### config.mk
export PLATFORM = sky130hd
export DESIGN_NAME = wall_probe_arbiter
export DESIGN_NICKNAME = d
export VERILOG_FILES = /design/src/rtl/wall_arb_pkg.sv /design/src/rtl/wall_probe_arbiter_rr_pick.sv /design/src/rtl/wall_probe_arbiter.sv
export SDC_FILE = /design/constraint.sdc
export NUM_CORES = 1
export LEC_CHECK = 0
export ABC_AREA = 1
export BUFFER_PORTS_ARGS = -buffer_cell sky130_fd_sc_hd__buf_4
export CAP_MARGIN = 20
export CORE_MARGIN = 5
export CORE_UTILIZATION = 33
export CTS_CLUSTER_SIZE = 25
export DETAILED_ROUTE_END_ITERATION = 7
export HOLD_SLACK_MARGIN = 0.1
export PLACE_DENSITY = 0.61
export SYNTH_ARGS = -nofsm -noshare
export SYNTH_HDL_FRONTEND = slang
export SYNTH_SLANG_ARGS = --single-unit
### constraint.sdc
create_clock -name clk -period 2.4 [get_ports clk]
set_input_delay 0.24 -clock clk [delete_from_list [all_inputs] [get_ports clk]]
set_output_delay 0.24 -clock clk [all_outputs]
set_load 0.005 [all_outputs]
### src/rtl/wall_arb_pkg.sv
// Shared constants and types for the wall-probe arbiter: the default geometry, the
// screen bounds and the off-screen test.
package wall_arb_pkg;

    localparam int N_REQ_DEF = 4;
    localparam int CW_DEF    = 11;
    localparam int SCREEN_W  = 640;
    localparam int SCREEN_H  = 480;
    localparam int IDX_W_DEF = $clog2(N_REQ_DEF);

    typedef logic [CW_DEF-1:0]    coord_t;
    typedef logic [IDX_W_DEF-1:0] req_idx_t;

    // Probes outside the visible screen never touch the map and always report a wall.
    function automatic logic is_offscreen(input logic [31:0] x, input logic [31:0] y);
        return (x >= 32'(SCREEN_W)) || (y >= 32'(SCREEN_H));
    endfunction

endpackage

### src/rtl/wall_probe_arbiter_rr_pick.sv
// Combinational round-robin selector. It returns the first eligible index at or
// after start_i, wrapping modulo N_REQ.
module rr_pick
    import wall_arb_pkg::*;
#(
    parameter int N_REQ = N_REQ_DEF,
    parameter int IW    = IDX_W_DEF
) (
    input  logic [N_REQ-1:0] eligible_i,
    input  logic [IW-1:0]    start_i,
    output logic             valid_o,
    output logic [IW-1:0]    idx_o
);

    logic [IW-1:0] cand_s;
    logic          take_s;

    // Scan from start_i and latch the first eligible candidate.
    always_comb begin
        valid_o = 1'b0;
        idx_o   = '0;
        cand_s  = '0;
        take_s  = 1'b0;
        for (int off = 0; off < N_REQ; off++) begin
            cand_s  = IW'((int'(start_i) + off) % N_REQ);
            take_s  = eligible_i[cand_s] & ~valid_o;
            idx_o   = take_s ? cand_s : idx_o;
            valid_o = valid_o | take_s;
        end
    end

endmodule

### src/rtl/wall_probe_arbiter.sv
// Round-robin arbiter that shares a single wall-map read port among the player and
// the ghosts. Each request moves through a fixed 3-stage pipeline: issue, wait, return.
module wall_probe_arbiter
    import wall_arb_pkg::*;
#(
    parameter int N_REQ = N_REQ_DEF,
    parameter int CW    = CW_DEF
) (
    input  logic                     clk,
    input  logic                     rst_n,
    input  logic                     frame_tick_i,
    input  logic [N_REQ-1:0]         req_i,
    input  logic [N_REQ-1:0][CW-1:0] req_x_i,
    input  logic [N_REQ-1:0][CW-1:0] req_y_i,
    output logic [N_REQ-1:0]         ack_o,
    output logic                     hit_o,
    output logic                     map_rd_o,
    output logic [CW-1:0]            map_x_o,
    output logic [CW-1:0]            map_y_o,
    input  logic                     map_wall_i,
    output logic                     busy_o,
    output logic [15:0]              probe_count_o,
    output logic                     overrun_o
);

    localparam int IW = (N_REQ > 1) ? $clog2(N_REQ) : 1;

    logic [N_REQ-1:0] pending_q, pending_d, eligible_s, grant_oh_s;
    logic [IW-1:0]    last_grant_q, last_grant_d, start_idx_s, pick_idx_s;
    logic             pick_valid_s;
    logic [CW-1:0]    grant_x_s, grant_y_s;
    logic             grant_oob_s;

    logic             iss_vld_q, iss_oob_q, map_rd_q, map_rd_d;
    logic [IW-1:0]    iss_tag_q;
    logic [CW-1:0]    map_x_q, map_x_d, map_y_q, map_y_d;
    logic             wt_vld_q, wt_oob_q;
    logic [IW-1:0]    wt_tag_q;
    logic [N_REQ-1:0] ack_q, ack_d;
    logic             hit_q, hit_d, busy_q, busy_d, overrun_q, overrun_d;
    logic [15:0]      probe_count_q, probe_count_d;

    assign eligible_s  = req_i & ~pending_q;
    assign start_idx_s = (last_grant_q == IW'(N_REQ - 1)) ? '0 : last_grant_q + IW'(1);

    rr_pick #(
        .N_REQ(N_REQ),
        .IW   (IW)
    ) u_pick (
        .eligible_i(eligible_s),
        .start_i   (start_idx_s),
        .valid_o   (pick_valid_s),
        .idx_o     (pick_idx_s)
    );

    // Grant, pending bookkeeping, issue-stage load and per-frame accounting
    always_comb begin
        grant_oh_s   = '0;
        grant_x_s    = req_x_i[pick_idx_s];
        grant_y_s    = req_y_i[pick_idx_s];
        grant_oob_s  = is_offscreen(32'(grant_x_s), 32'(grant_y_s));
        last_grant_d = last_grant_q;
        map_rd_d     = 1'b0;
        map_x_d      = map_x_q;
        map_y_d      = map_y_q;
        if (pick_valid_s) begin
            grant_oh_s[pick_idx_s] = 1'b1;
            last_grant_d           = pick_idx_s;
            map_rd_d               = ~grant_oob_s;
            map_x_d                = grant_x_s;
            map_y_d                = grant_y_s;
        end else begin
            grant_oh_s = '0;
        end
        // A requester is released at the edge that ends its ack cycle.
        pending_d = (pending_q & ~ack_q) | grant_oh_s;
        busy_d    = |pending_d;
        overrun_d = overrun_q | (frame_tick_i & (busy_q | (|req_i)));
        if (frame_tick_i) begin
            probe_count_d = pick_valid_s ? 16'd1 : 16'd0;
        end else if (pick_valid_s && (probe_count_q != 16'hFFFF)) begin
            probe_count_d = probe_count_q + 16'd1;
        end else begin
            probe_count_d = probe_count_q;
        end
    end

    // Return stage: use the tag to route the map result, or a forced hit, to the requester
    always_comb begin
        ack_d = '0;
        hit_d = 1'b0;
        if (wt_vld_q) begin
            ack_d[wt_tag_q] = 1'b1;
            hit_d           = wt_oob_q | map_wall_i;
        end else begin
            ack_d = '0;
            hit_d = 1'b0;
        end
    end

    // State and pipeline registers
    always_ff @(posedge clk or negedge rst_n) begin
        if (!rst_n) begin
            pending_q     <= '0;
            last_grant_q  <= IW'(N_REQ - 1);
            iss_vld_q     <= 1'b0;
            iss_tag_q     <= '0;
            iss_oob_q     <= 1'b0;
            map_rd_q      <= 1'b0;
            map_x_q       <= '0;
            map_y_q       <= '0;
            wt_vld_q      <= 1'b0;
            wt_tag_q      <= '0;
            wt_oob_q      <= 1'b0;
            ack_q         <= '0;
            hit_q         <= 1'b0;
            busy_q        <= 1'b0;
            overrun_q     <= 1'b0;
            probe_count_q <= 16'd0;
        end else begin
            pending_q     <= pending_d;
            last_grant_q  <= last_grant_d;
            iss_vld_q     <= pick_valid_s;
            iss_tag_q     <= pick_idx_s;
            iss_oob_q     <= grant_oob_s;
            map_rd_q      <= map_rd_d;
            map_x_q       <= map_x_d;
            map_y_q       <= map_y_d;
            wt_vld_q      <= iss_vld_q;
            wt_tag_q      <= iss_tag_q;
            wt_oob_q      <= iss_oob_q;
            ack_q         <= ack_d;
            hit_q         <= hit_d;
            busy_q        <= busy_d;
            overrun_q     <= overrun_d;
            probe_count_q <= probe_count_d;
        end
    end

    assign ack_o         = ack_q;
    assign hit_o         = hit_q;
    assign map_rd_o      = map_rd_q;
    assign map_x_o       = map_x_q;
    assign map_y_o       = map_y_q;
    assign busy_o        = busy_q;
    assign overrun_o     = overrun_q;
    assign probe_count_o = probe_count_q;

endmodule

==> flow_summary.toml <==
[status]
status = "finished with violations"
violations = "negative setup slack"

[clock_network]
path_clk_slew_ns = 0.07
cts_buffer_depth = 2
clock-root-buffer = "clkbuf_8"
cts_buffers = 9
clk_latency_ns = 0.35
clock-sinks = 60
h-tree-depth = 3
cts_tree = "done"

[final_layout]
final_util_pct = 52.9
n_antenna_cell = 0
layout.nets = 721
areaGrowthSynthToFinish_pct = 56.9
drive_above_1_share_pct = 44.6
finalNonFillerCells = 764

[worst_setup_path]
cp-end-kind = "flop"
path_class = "flop to flop"
worstSetupStartpointType = "flop"
crit_family = "simple AND/OR/NAND/NOR gates"
crit_fanout = 7
path_buf_inv = 3
slowest_stage = "dfstp_2"
cp.required_ns = 2.68
crit_path_cell_trace = "ha_4, buf_6, nor2_4, nand2_2, nand2_4, nand2_4, nand2_8, nand3_2, nor2_2, buf_4, nor2_4, buf_12, nand3_2, nand2_2, nand2_2, nor2_4, nand3_2, nor2_2"
arrival_ns = 2.70
critPathMaxStageDelay_ns = 0.56

[die]
dieWidth_microns = 113
core-area_sq_um = 10300
die_area_sq_um = 12700
io_pins = 142
start_util_pct = 33.7
rows = 37
die_h_microns = 113

[drt]
dr.first_iter.drc_count = 176
firstDrtPassIters = 5
wire_per_inst_microns = 15.1
drc = 0
viasPerCell = 4.99
routed_wl_microns = 11500
postRouteAntennaNets = 0
vias = 3814

[sta]
fmax_mhz = 414
min_period_ns = 2.41
finalSetupViolCount = 1
finClkSkew_ns = 0.0141
fin_crit_sh_pct = 101
final.setup.worst_slack_ns = -0.0142
tightest_slew_ns = 0.771
slew_headroom_pct = 48.6
rsz0062_at_grt = "yes"
hold_viol_final = 0
drv_slew = 0

[global_routing]
grt_pass1_vias = 3844
grt_start_max_net_pins = 61
grt_pass1_wl_microns = 18000
track_usage_pct = 17.2
antenna_found_initial = 0
grt_overflow = 0

[worst_hold_path]
hold_path.class = "input port to flop"

[logic_synthesis]
synthTopCellsByArea = "dfrtp_1 (42%), nand2_1 (12%), nor2_1 (6.1%), o21ai_0 (4.3%), nand3_1 (3.6%)"
synth_edf_count = 0
syn_area_sq_um = 3480
ys_ff_latch = 60
async_flop_share_pct = 100
synth_top_area_cell = "dfrtp_1"
yosysMostFrequentCell = "nand2_1"
yosysSeqAreaShare_pct = 43.2
synth.avg_cell_area_sq_um = 7.84
yosys_warnings = 0
netlist_instances = 444
synthesis.nets = 542
synth_top_area_share_pct = 41.7
yosys_most_used_dff = "dfrtp_1"
ys_types = 37
synthTopCellsByCount = "nand2_1 (108), dfrtp_1 (58), nor2_1 (57), o21ai_0 (30), inv_1 (29)"

[placement]
place_inst = 740
numPortBuffers = 141
routabilityCongestion = 0.867
dp_hpwl_microns = 8400

[flow_run]
max_cap_violations = 0
area by class of cell:
cell class                 instances  area, sq um
inverter                          32          125
timing repair buffer             187         1510
multi-input combinational        333         1980
fill                             959         4860
tap                              136          170
clock buffer                      12          145
clock inverter                     4         25.0
sequential                        60         1500
state kept, by name (all words and copies together) (netlist names), 2 cells and up:
| name | count |
|---|---|
| ack_o | 4 |
| map_y_o | 11 |
| wt_tag_q | 2 |
| pending_q | 4 |
| last_grant_q | 2 |
| iss_tag_q | 2 |
| probe_count_o | 16 |
| map_x_o | 11 |
worst paths after layout:
check                                      from           to  slack, ns  cells past startpoint
worst max-delay path            last_grant_q[1]     map_rd_o      -0.01                     18
worst min-delay path                 map_wall_i        hit_o       0.11                      3
worst max register to register  last_grant_q[1]     map_rd_o      -0.01                     18
worst min register to register     iss_tag_q[0]  wt_tag_q[0]       0.35                      0
max in group asynchronous                 rst_n  map_x_o[10]       1.38                      2
min in group asynchronous                 rst_n        hit_o       0.51                      2
placed cells by master (no fill, tap or decap), types with 2 or more instances in the layout:
cell type / synthesis / final
a211oi_1: 2 / 2
a21oi_1: 11 / 11
a31oi_1: 8 / 8
buf_12: 0 / 5
buf_4: 1 / 173
buf_6: 7 / 7
clkbuf_1: 4 / 2
clkbuf_8: 0 / 10
clkinv_2: 0 / 2
clkinvlp_4: 0 / 2
dfrtp_1: 58 / 58
dfstp_2: 2 / 2
inv_1: 29 / 29
inv_2: 3 / 2
mux2i_1: 6 / 5
nand2_1: 108 / 86
nand2_2: 13 / 23
nand2_4: 6 / 17
nand3_1: 25 / 18
nand3_2: 4 / 7
nand3_4: 2 / 6
nand4_1: 17 / 17
nor2_1: 57 / 50
nor2_2: 4 / 10
nor2_4: 2 / 3
nor3_1: 13 / 12
o211ai_1: 7 / 7
o21ai_0: 30 / 24
o21ai_1: 2 / 7
o22ai_1: 6 / 5
what timing repair did:
item	in CTS	in global routing
hold buffers	1	0
pin swaps	2	41
gates cloned	1	0
buffers inserted	1	5
resized for setup	11	73
hold endpoints to repair	58	0
setup endpoints to repair	9	19
kinds of logic (layout without fill, tap and decap cells):
group / after synthesis / in the layout / synth area share, %
AND/OR/NAND/NOR: 254 / 254 / 35.1
adder cells (fa/ha/maj): 2 / 2 / 0.719
buffers and inverters: 51 / 235 / 7.33
multiplexers: 6 / 6 / 1.72
AO/OA/AOI/OAI: 71 / 71 / 11.9
flip-flops: 60 / 60 / 43.2
per-layer routing:
metal / track usage (%) / wire length (microns) / vias up
li1: - / - / 1847
met1: 22.0 / 5040 / 1781
met2: 27.8 / 5350 / 153
met3: 5.13 / 828 / 33
met4: 5.93 / 295 / 0
met5: 0 / 0 / -
per-stage QoR:
stage / setup TNS (ns) / hold slack, ns / setup WS (ns) / instance area (sq um)
2_1_floorplan: 0 / -0.0556 / 0.135 / 3480
3_3_place_gp: -0.00326 / 0.334 / -0.00326 / 4910
3_5_place_dp: -0.168 / 0.335 / -0.0525 / 4910
4_1_cts: 0 / 0.101 / 0.00313 / 5160
5_1_grt: -1.07 / 0.111 / -0.137 / 5460
6_report: -0.0142 / 0.107 / -0.0142 / 5460
tightest hold or removal path, cell delays in order:
cell and delay (ns):
buf_4 0.07, nor2_1 0.03, nor2_1 0.07
Power is left out: the tool's default activity adds up to more than one toggle a clock period on the data nets, which glitch-free logic cannot reach.
